[src/rtl/tpx3_rx_mux_pkg.sv]
// Shared constants, register map and output-word packing for the Timepix3 multi-link merge stage.
package tpx3_rx_mux_pkg;

  localparam int VERSION   = 2;
  localparam int PAYLOAD_W = 25;
  localparam int OUT_W     = 32;

  localparam int REG_RST     = 0;
  localparam int REG_MASK_LO = 1;
  localparam int REG_MASK_HI = 2;
  localparam int REG_CTRL    = 3;
  localparam int REG_CNT_SEL = 4;
  localparam int REG_CNT0    = 5;
  localparam int REG_CNT1    = 6;
  localparam int REG_CNT2    = 7;
  localparam int REG_CNT3    = 8;
  localparam int REG_ERR_LO  = 9;
  localparam int REG_ERR_HI  = 10;

  // The identifier is shifted up by ch_w, so only its low 7-ch_w bits survive in the header.
  function automatic logic [OUT_W-1:0] pack_word(input logic [6:0] ident, input logic [3:0] ch,
                                                 input int ch_w, input logic [PAYLOAD_W-1:0] payload);
    logic [6:0] hdr;
    hdr = (ident << ch_w) | {3'b000, ch};
    return {hdr, payload};
  endfunction

endpackage

[src/rtl/tpx3_rx_mux_rr_arbiter.sv]
// Combinational round-robin picker: first request at or above the pointer, wrapping around.
module tpx3_rx_rr_arbiter #(
  parameter int NUM_CH = 4,
  localparam int CH_W  = $clog2(NUM_CH)
) (
  input  logic [NUM_CH-1:0] i_req,
  input  logic [CH_W-1:0]   i_ptr,
  output logic [NUM_CH-1:0] o_grant,
  output logic [CH_W-1:0]   o_idx,
  output logic              o_valid
);

  logic [CH_W-1:0] w_cand;

  // Scanning from the farthest offset down lets the closest requester overwrite the result.
  always_comb begin
    o_grant = '0;
    o_idx   = '0;
    o_valid = 1'b0;
    w_cand  = '0;
    for (int k = NUM_CH - 1; k >= 0; k--) begin
      w_cand = i_ptr + CH_W'(k);
      if (i_req[w_cand]) begin
        o_grant         = '0;
        o_grant[w_cand] = 1'b1;
        o_idx           = w_cand;
        o_valid         = 1'b1;
      end
    end
  end

endmodule

[src/rtl/tpx3_rx_mux.sv]
// N-link merge into one tagged 32-bit FWFT stream with a byte-wide register bus.
// Define TPX3_RX_MUX_WORD_CNT_EN to build the per-channel word counters (regs 4..8).
module tpx3_rx_mux
  import tpx3_rx_mux_pkg::*;
#(
  parameter int NUM_CH          = 4,
  parameter int DATA_IDENTIFIER = 0,
  parameter int ABUSWIDTH       = 32,
  localparam int CH_W           = $clog2(NUM_CH)
) (
  input  logic                        BUS_CLK,
  input  logic                        RST,
  input  logic [NUM_CH-1:0]           CH_EMPTY,
  input  logic [NUM_CH*PAYLOAD_W-1:0] CH_DATA,
  output logic [NUM_CH-1:0]           CH_READ,
  input  logic [NUM_CH-1:0]           CH_READY,
  input  logic [NUM_CH-1:0]           CH_DEC_ERR,
  input  logic                        FIFO_READ,
  output logic                        FIFO_EMPTY,
  output logic [OUT_W-1:0]            FIFO_DATA,
  output logic                        RX_READY_ALL,
  input  logic [ABUSWIDTH-1:0]        BUS_ADD,
  input  logic [7:0]                  BUS_DATA_IN,
  output logic [7:0]                  BUS_DATA_OUT,
  input  logic                        BUS_WR,
  input  logic                        BUS_RD
);

  logic                 w_rst, w_valid, w_push, w_pop;
  logic [NUM_CH-1:0]    w_req, w_grant, w_grant_q;
  logic [CH_W-1:0]      w_idx;
  logic [OUT_W-1:0]     w_word;
  logic [PAYLOAD_W-1:0] w_ch_data [NUM_CH];
  logic [15:0]          w_mask16, w_err16, w_err_clr16;
  logic [7:0]           w_rd_data, w_sel8;
  logic [31:0]          w_cnt_live, w_snap;

  logic [NUM_CH-1:0]    r_mask, r_err;
  logic                 r_discard;
  logic [CH_W-1:0]      r_rr;
  logic [OUT_W-1:0]     r_buf [2];
  logic                 r_wr_ptr, r_rd_ptr;
  logic [1:0]           r_count;
  logic [7:0]           r_bus_data;

  assign w_rst = RST | (BUS_WR && BUS_ADD == ABUSWIDTH'(REG_RST));

  for (genvar gi = 0; gi < NUM_CH; gi++) begin : g_unpack
    assign w_ch_data[gi] = CH_DATA[gi*PAYLOAD_W +: PAYLOAD_W];
  end

  assign w_req = ~CH_EMPTY & r_mask;

  tpx3_rx_rr_arbiter #(.NUM_CH(NUM_CH)) u_arb (
    .i_req   (w_req),
    .i_ptr   (r_rr),
    .o_grant (w_grant),
    .o_idx   (w_idx),
    .o_valid (w_valid)
  );

  assign w_push    = w_valid && !w_rst && ((r_count != 2'd2) || FIFO_READ);
  assign w_pop     = FIFO_READ && (r_count != 2'd0);
  assign w_grant_q = w_push ? w_grant : '0;
  assign w_word    = pack_word(7'(DATA_IDENTIFIER), 4'(w_idx), CH_W, w_ch_data[w_idx]);

  // Discard pops ignore the buffer state entirely; only the grant is throttled.
  assign CH_READ = w_rst ? '0 : (w_grant_q | (r_discard ? (~r_mask & ~CH_EMPTY) : '0));

  assign FIFO_EMPTY   = (r_count == 2'd0);
  assign FIFO_DATA    = r_buf[r_rd_ptr];
  assign RX_READY_ALL = &(CH_READY | ~r_mask);

  always_ff @(posedge BUS_CLK) begin
    if (w_rst) begin
      r_buf[0] <= '0;
      r_buf[1] <= '0;
      r_wr_ptr <= 1'b0;
      r_rd_ptr <= 1'b0;
      r_count  <= 2'd0;
      r_rr     <= '0;
    end else begin
      if (w_push) begin
        r_buf[r_wr_ptr] <= w_word;
        r_wr_ptr        <= ~r_wr_ptr;
        r_rr            <= w_idx + 1'b1;
      end
      if (w_pop) r_rd_ptr <= ~r_rd_ptr;
      case ({w_push, w_pop})
        2'b10:   r_count <= r_count + 2'd1;
        2'b01:   r_count <= r_count - 2'd1;
        default: r_count <= r_count;
      endcase
    end
  end

  assign w_mask16 = 16'(r_mask);
  assign w_err16  = 16'(r_err);

  always_comb begin
    w_err_clr16 = '0;
    if (BUS_WR && BUS_ADD == ABUSWIDTH'(REG_ERR_LO)) w_err_clr16[7:0]  = BUS_DATA_IN;
    if (BUS_WR && BUS_ADD == ABUSWIDTH'(REG_ERR_HI)) w_err_clr16[15:8] = BUS_DATA_IN;
  end

  // A decoder error arriving in the same cycle as its clear keeps the flag set.
  always_ff @(posedge BUS_CLK) begin
    if (w_rst) begin
      r_mask    <= '0;
      r_discard <= 1'b0;
      r_err     <= '0;
    end else begin
      r_err <= (r_err & ~NUM_CH'(w_err_clr16)) | CH_DEC_ERR;
      if (BUS_WR && BUS_ADD == ABUSWIDTH'(REG_MASK_LO)) r_mask <= NUM_CH'({w_mask16[15:8], BUS_DATA_IN});
      if (BUS_WR && BUS_ADD == ABUSWIDTH'(REG_MASK_HI)) r_mask <= NUM_CH'({BUS_DATA_IN, w_mask16[7:0]});
      if (BUS_WR && BUS_ADD == ABUSWIDTH'(REG_CTRL))    r_discard <= BUS_DATA_IN[1];
    end
  end

`ifdef TPX3_RX_MUX_WORD_CNT_EN
  logic [CH_W-1:0] r_cnt_sel;
  logic [31:0]     r_word_cnt [NUM_CH];
  logic [31:0]     r_snap;

  always_ff @(posedge BUS_CLK) begin
    if (w_rst) begin
      for (int k = 0; k < NUM_CH; k++) r_word_cnt[k] <= '0;
      r_cnt_sel <= '0;
      r_snap    <= '0;
    end else begin
      for (int k = 0; k < NUM_CH; k++)
        if (w_grant_q[k] && r_word_cnt[k] != 32'hFFFF_FFFF) r_word_cnt[k] <= r_word_cnt[k] + 32'd1;
      if (BUS_WR && BUS_ADD == ABUSWIDTH'(REG_CNT_SEL)) r_cnt_sel <= BUS_DATA_IN[CH_W-1:0];
      if (BUS_RD && BUS_ADD == ABUSWIDTH'(REG_CNT0))    r_snap <= r_word_cnt[r_cnt_sel];
    end
  end

  assign w_sel8     = 8'(r_cnt_sel);
  assign w_cnt_live = r_word_cnt[r_cnt_sel];
  assign w_snap     = r_snap;
`else
  assign w_sel8     = 8'h00;
  assign w_cnt_live = 32'h0;
  assign w_snap     = 32'h0;
`endif

  always_comb begin
    w_rd_data = 8'h00;
    case (BUS_ADD)
      ABUSWIDTH'(REG_RST):     w_rd_data = 8'(VERSION);
      ABUSWIDTH'(REG_MASK_LO): w_rd_data = w_mask16[7:0];
      ABUSWIDTH'(REG_MASK_HI): w_rd_data = w_mask16[15:8];
      ABUSWIDTH'(REG_CTRL):    w_rd_data = {6'b0, r_discard, RX_READY_ALL};
      ABUSWIDTH'(REG_CNT_SEL): w_rd_data = w_sel8;
      ABUSWIDTH'(REG_CNT0):    w_rd_data = w_cnt_live[7:0];
      ABUSWIDTH'(REG_CNT1):    w_rd_data = w_snap[15:8];
      ABUSWIDTH'(REG_CNT2):    w_rd_data = w_snap[23:16];
      ABUSWIDTH'(REG_CNT3):    w_rd_data = w_snap[31:24];
      ABUSWIDTH'(REG_ERR_LO):  w_rd_data = w_err16[7:0];
      ABUSWIDTH'(REG_ERR_HI):  w_rd_data = w_err16[15:8];
      default:                 w_rd_data = 8'h00;
    endcase
  end

  always_ff @(posedge BUS_CLK) begin
    if (BUS_RD) r_bus_data <= w_rd_data;
  end

  assign BUS_DATA_OUT = r_bus_data;

endmodule

[config.mk]
export PLATFORM = sky130hd
export DESIGN_NAME = tpx3_rx_mux
export DESIGN_NICKNAME = d
export VERILOG_FILES = /design/src/rtl/tpx3_rx_mux_pkg.sv /design/src/rtl/tpx3_rx_mux_rr_arbiter.sv /design/src/rtl/tpx3_rx_mux.sv
export SDC_FILE = /design/constraint.sdc
export NUM_CORES = 1
export LEC_CHECK = 0
export BUFFER_PORTS_ARGS = -buffer_cell sky130_fd_sc_hd__buf_4
export CAP_MARGIN = 20
export CELL_PAD_IN_SITES_DETAIL_PLACEMENT = 0
export CELL_PAD_IN_SITES_GLOBAL_PLACEMENT = 1
export CORE_AREA = 10 10 126 128
export CTS_CLUSTER_DIAMETER = 30
export CTS_CLUSTER_SIZE = 25
export DETAILED_ROUTE_END_ITERATION = 7
export DIE_AREA = 0 0 136 138
export MAX_ROUTING_LAYER = met4
export PLACE_DENSITY = 0.84
export SYNTH_ARGS = -nofsm -noshare
export SYNTH_HDL_FRONTEND = slang
export SYNTH_SLANG_ARGS = --single-unit
export TNS_END_PERCENT = 1
[constraint.sdc]
create_clock -name BUS_CLK -period 3.4 [get_ports BUS_CLK]
set_clock_uncertainty 0.2 [all_clocks]
set_input_delay 0.17 -clock BUS_CLK [delete_from_list [all_inputs] [get_ports BUS_CLK]]
set_output_delay 0.17 -clock BUS_CLK [all_outputs]
set_load 0.1 [all_outputs]
; After elaboration in Yosys (flattened, before gate mapping)
; Memories as Yosys holds them, arrays and structs flattened. A register that Yosys moved wholly into a read port is not among the register bits.
; Cells that the tools add are included.
[totals]
register_bits = 23
ramBits = 54
out_inout_bits = 46
mem_count = 1
[op_classes]
n_addsub = 6
magnitude_cmp = 9
eq_ne = 7
mux = 47
n_bitwise = 14
reduce_logical = 21
[mem_list]
columns = name, depth, width, read_ports, rd_ports_with_merged_regs, write_ports, line_no
row1 = r_buf, 2, 27, 1, 1, 2, tpx3_rx_mux.sv:41  ; logic [OUT_W-1:0] r_buf [2];
[op_table]
columns = cell, count
row1 = "equality test 32 x 2 -> 1 bit, second input constant", 2
row2 = binary-select mux 25 bit (select 2 bit), 1
row3 = 2-to-1 mux 25 bit, 2
row4 = "equality test 32 x 1 -> 1 bit, second input constant", 1
row5 = "equality test 32 x 4 -> 1 bit, second input constant", 1
row6 = zero test 32 bit, 1
row7 = 2-to-1 mux 4 bit, 8
row8 = 2-to-1 mux 27 bit, 1
row9 = OR reduction 27 bit, 1
row10 = 2-to-1 mux 1 bit, 21
row11 = one-hot mux 4 bit (4 select lines), 1
row12 = AND 4 bit, 3
row13 = logical AND 1 bit, 12
row14 = "< comparator 2 x 3 -> 1 bit, second input constant", 4
row15 = inverter 4 bit, 3
row16 = OR 4 bit, 3
row17 = binary-select mux 1 bit (select 2 bit), 4
row18 = demux 1 bit (select 2 bit), 4
row19 = "greater-or-equal comparator 2 x 1 -> 1 bit, second input constant", 4
row20 = 2-to-1 mux 2 bit, 4
row21 = "adder 2 x 1 -> 2 bit, second input constant", 3
row22 = "adder 2 bit, second input constant", 2
row23 = one-hot mux 2 bit (2 select lines), 1
row24 = AND reduction 4 bit, 1
row25 = other kinds (13), 16

; Logic depth before layout (Yosys ltp)
[depth]
ltp_word = 15
ltp_mapped = 11
mapped_depth_nobuf = 10

; Cells and area by module
; A second synthesis with hierarchy kept.
[unflattened]
cells_unflattened = 418
area_unflattened_um2 = 4941.0
[by_module_without_submodules]
columns = mod, instances, cells_per_inst, area_per_inst_um2
row1 = tpx3_rx_mux, 1, 333, 4257.8
row2 = tpx3_rx_rr_arbiter, 1, 85, 683.2

; Worst setup path after synthesis
; No wires, ideal clock.
[synth_path]
path_kind = register to output
start = reg r_rr[0]
end = out CH_READ[0]
t_arrival_ps = 3375
required_ps = 3030
path_slack_ps = -345
path_stages_with_launch = 7
n_path_buf = 1
cell_sequence = dfxtp_1 buf_2 mux4_2 a211oi_1 a221o_1 o2111ai_1 a21oi_1
[synth_between]
elab_chain_cells = 12
[synth_rtl]
columns = element, line_no
row1 = start: declaration, tpx3_rx_mux.sv:40  ; logic [CH_W-1:0] r_rr;
row2 = start signal: assignment, tpx3_rx_mux.sv:86  ; r_rr <= w_idx + 1'b1;
row3 = adder 2 bit, tpx3_rx_mux_rr_arbiter.sv:22  ; w_cand = i_ptr + CH_W'(k);
row4 = < comparator 2 x 3 -> 1 bit (not written as such) (tied with other cells), tpx3_rx_mux_rr_arbiter.sv:25  ; o_grant[w_cand] = 1'b1;
row5 = logical AND 1 bit (not written as such) or 2-to-1 mux 1 bit (tied branches), "tpx3_rx_mux_rr_arbiter.sv:25, tpx3_rx_mux_rr_arbiter.sv:23"
row6 = 2-to-1 mux 1 bit (on tied branches), "tpx3_rx_mux_rr_arbiter.sv:25, tpx3_rx_mux_rr_arbiter.sv:23"
row7 = demux 1 bit (select 2 bit) or 2-to-1 mux 1 bit (tied branches), -
row8 = 2-to-1 mux 4 bit or 2-to-1 mux 1 bit (tied branches) (2 in series), tpx3_rx_mux_rr_arbiter.sv:23  ; if (i_req[w_cand]) begin
row9 = 2-to-1 mux 4 bit or logical AND 1 bit (tied branches) (2 in series), "tpx3_rx_mux_rr_arbiter.sv:23, tpx3_rx_mux.sv:62"
row10 = 2-to-1 mux 4 bit *, tpx3_rx_mux.sv:64  ; assign w_grant_q = w_push ? w_grant : '0;
row11 = OR 4 bit *, tpx3_rx_mux.sv:68  ; assign CH_READ = w_rst ? '0 : (w_grant_q | (r_discard ? (~r_mask & ~CH_EMPTY) : '0));
row12 = 2-to-1 mux 4 bit *, tpx3_rx_mux.sv:68
row13 = end: declaration, tpx3_rx_mux.sv:15  ; output logic [NUM_CH-1:0] CH_READ,
; Mark *: on every way between the ends. The rest lies on a longest branch, timed or not. The select of a mux whose other input is x is not followed.

==> results.ini <==
[status]
status = completed

[synthesis]
yosys-top-cells-count = nand2_1, edfxtp_1, a311oi_1, a211oi_1, mux2_2
ys_ff_latch = 74
synth_flop_cell = edfxtp_1
ys_types = 51
netlist_area_mm2 = 0.004597
yosys.area.top_type_share_pct = 37.89
synth_most_common_cell = nand2_1
yosysWarningCount = 0
avgSynthCellArea_um2 = 10.28
synth_top_family_by_area = compound AO/OA/AOI/OAI gates
synth_xor_area_share_pct = 0.9526
yosys.area_share.simple_pct = 17.53
synth_fa_ha_area_share_pct = 1.361
synth_cells = 447
synth-edff-count = 58
synthArstFlopShare_pct = 0
yosys.area.top_type = edfxtp_1
synth_compound_area_share_pct = 19.84
yosysSeqAreaShare_pct = 44.86
synthMuxAreaShare_pct = 9.907
synthTopCellsByArea = edfxtp_1, a311oi_1, dfxtp_1

[sta]
fin_crit_sh_pct = 91.95
slew_headroom_pct = 48.28
tightestPinTransition_ns = 0.7739
setup_tns_ns = 0
clock.fmax_mhz = 319.9
finalSetupViolCount = 0
hold_slack_ns = 0.05776
hold_viol = 0
min_period_ns = 3.126
rsz0062_at_grt = no
layout_setup_ws_ns = 0.2737
slew_viol_final = 0

[detailed_routing]
drt_iter0_markers = 300
avgRoutedWirePerCell_um = 19.59
top_layer_used = met4
drc_errors = 0
ant_nets = 0
vias = 4511
wl_met3_um = 1682
routed_wl_um = 16260
met2_length_um = 7559
dr.pass1.iters = 7
wl_met1_um = 6901
avgViaCountPerCell = 5.435

[global_routing]
antenna_found_initial = 0
grt_pass1_vias = 4808
grt_max_degree = 39
overflow = 0
grt_pass1_wl_um = 24820
groute.usage.overall_pct = 16.79

[pwr]
p_seq_share_pct = 44.6
p_switching_mw = 0.6180
combPwrFrac_pct = 17.1
switching_share_pct = 27.16
p_int_mw = 1.658
power_frac_clock_pct = 38.4
finalPower_mw = 2.276
max-vdd-ir-drop_mv = 0.1858
power_density_mw_per_mm2 = 339.8
leakagePower_nw = 2.584

[placement]
globalplace.congestion = 0.8877
dp_hpwl_um = 11920
place_inst = 800
port_buffers = 189
dp_slack_ns = 0.3306

[job]
drv_cap = 0

[cts]
htreeDepth = 3
cts_buffers = 9
clockBufferDepth = 2
clock_sinks = 74
clk_pin_slew_ns = 0.06
cts_root_buf = clkbuf_16
clock_latency_ns = 0.33
cts_tree = done

[critical_path]
path_max_fanout = 27
worstSetupPathType = flop to flop
crit_path_end_kind = flop
crit_path_start_kind = flop
worst_ep_arrival_time_ns = 3.07
critPathRequiredTime_ns = 3.35

[floorplan]
num_rows = 43
die_h_um = 138
io-pin-count = 203
dieArea_mm2 = 0.01877
start_util_pct = 34.04
die_x_um = 136
coreArea_mm2 = 0.01350

[finish]
area_growth_pct = 45.70
n_antenna_cell = 0
drive_gt1_share_pct = 40.31
nets = 807
instances_no_fill = 830
nFillCells = 1253

[worst_hold_path]
min_path_type = primary input to flop

[final timing paths]
check | from | endpoint | slack [ns] | cells after the start
worst max-delay path | r_rr[1] | r_buf[1][12] | 0.27 | 9
worst min-delay path | CH_DATA[51] | r_buf[0][1] | 0.06 | 3
worst min register to register | r_rd_ptr | flop | 0.32 | 2
worst max register to register | r_rr[1] | r_buf[1][12] | 0.27 | 9
[cell usage in the layout (no fill, tap or decap), types with 3 or more instances in the layout]
cell	Yosys	routed
a21oi_1	14	13
mux2i_1	7	7
xnor2_1	4	4
nor2_1	23	23
clkbuf_16	0	9
nand2b_1	8	8
mux2_2	27	27
buf_4	9	202
buf_12	0	5
dlygate4sd3_1	0	14
a311oi_1	50	50
mux4_2	3	3
nand3_1	10	10
nor3_1	3	3
a211oi_1	27	26
inv_1	11	11
edfxtp_1	58	58
nand2_1	61	61
nor3b_1	26	26
o2111ai_1	4	4
conb_1	1	9
dfxtp_1	16	16
ha_1	5	5
nor4_1	7	7
nor2b_1	7	7
clkinvlp_4	0	3
a221o_1	4	4
[state kept, by name (all words and copies together), names as in the netlist, named ones only]
name	cells
r_buf	54
BUS_DATA_OUT	4
r_err	4
r_mask	4
r_count	2
r_rr	2
r_discard	1
r_rd_ptr	1
r_wr_ptr	1
[cell families after synthesis]
kind of cell | count (synthesis)
AND/OR/NAND/NOR | 156
AO/OA/AOI/OAI | 114
flip-flops | 74
buffers and inverters | 54
multiplexers | 38
adder cells (fa/ha/maj) | 5
XOR/XNOR | 5
other | 1
[per-layer routing]
layer	vias to the layer above	track usage (%)
met1	2129	19.84
met5	-	-
met2	236	26.87
li1	2138	-
met3	8	5.833
met4	0	3.814
[power by group through the flow]
stage / clock [mW] / combinational [mW] / sequential (mW)
2_1_floorplan: 0 / 0.187 / 1.04
3_3_place_gp: 0 / 0.372 / 1.03
3_5_place_dp: 0 / 0.374 / 1.03
4_1_cts: 0.899 / 0.388 / 1.01
5_1_grt: 0.936 / 0.406 / 1.02
6_report: 0.873 / 0.389 / 1.01
[metrics by stage]
stage          cell area, µm²  utilization [%]
2_1_floorplan            4631                -
3_3_place_gp             6282            46.52
3_5_place_dp             6282            46.52
4_1_cts                  6693            49.56
5_1_grt                  6698            49.60
6_report                 6698            49.60
[worst max-delay path: stages (launching register included)]
cell and delay [ns]:
dfxtp_1 0.35, inv_1 0.10, ha_1 0.40, inv_1 0.09, a31oi_1 0.35, a21oi_4 0.12
buf_4 0.21, nor2_4 0.61, nand2_1 0.18, a311oi_1 0.33
[what timing repair did]
item,4_1_cts,5_1_grt
hold buffers,14,0
gates resized for setup,0,1
hold endpoints to repair,13,0
setup endpoints to repair,0,1
setup buffers,0,0
[final cells by class]
type / count / area, µm² / area share [%]
repair buffers: 221 / 1757 / 26.23
well taps: 180 / 225.2 / 3.363
clock buffers: 9 / 225.2 / 3.363
inverters: 12 / 45.04 / 0.6725
clock inverters: 7 / 45.04 / 0.6725
multi-input cells: 327 / 2338 / 34.91
flip-flops and latches: 74 / 2062 / 30.79
No activity file was read; power rests on OpenSTA's default activity.
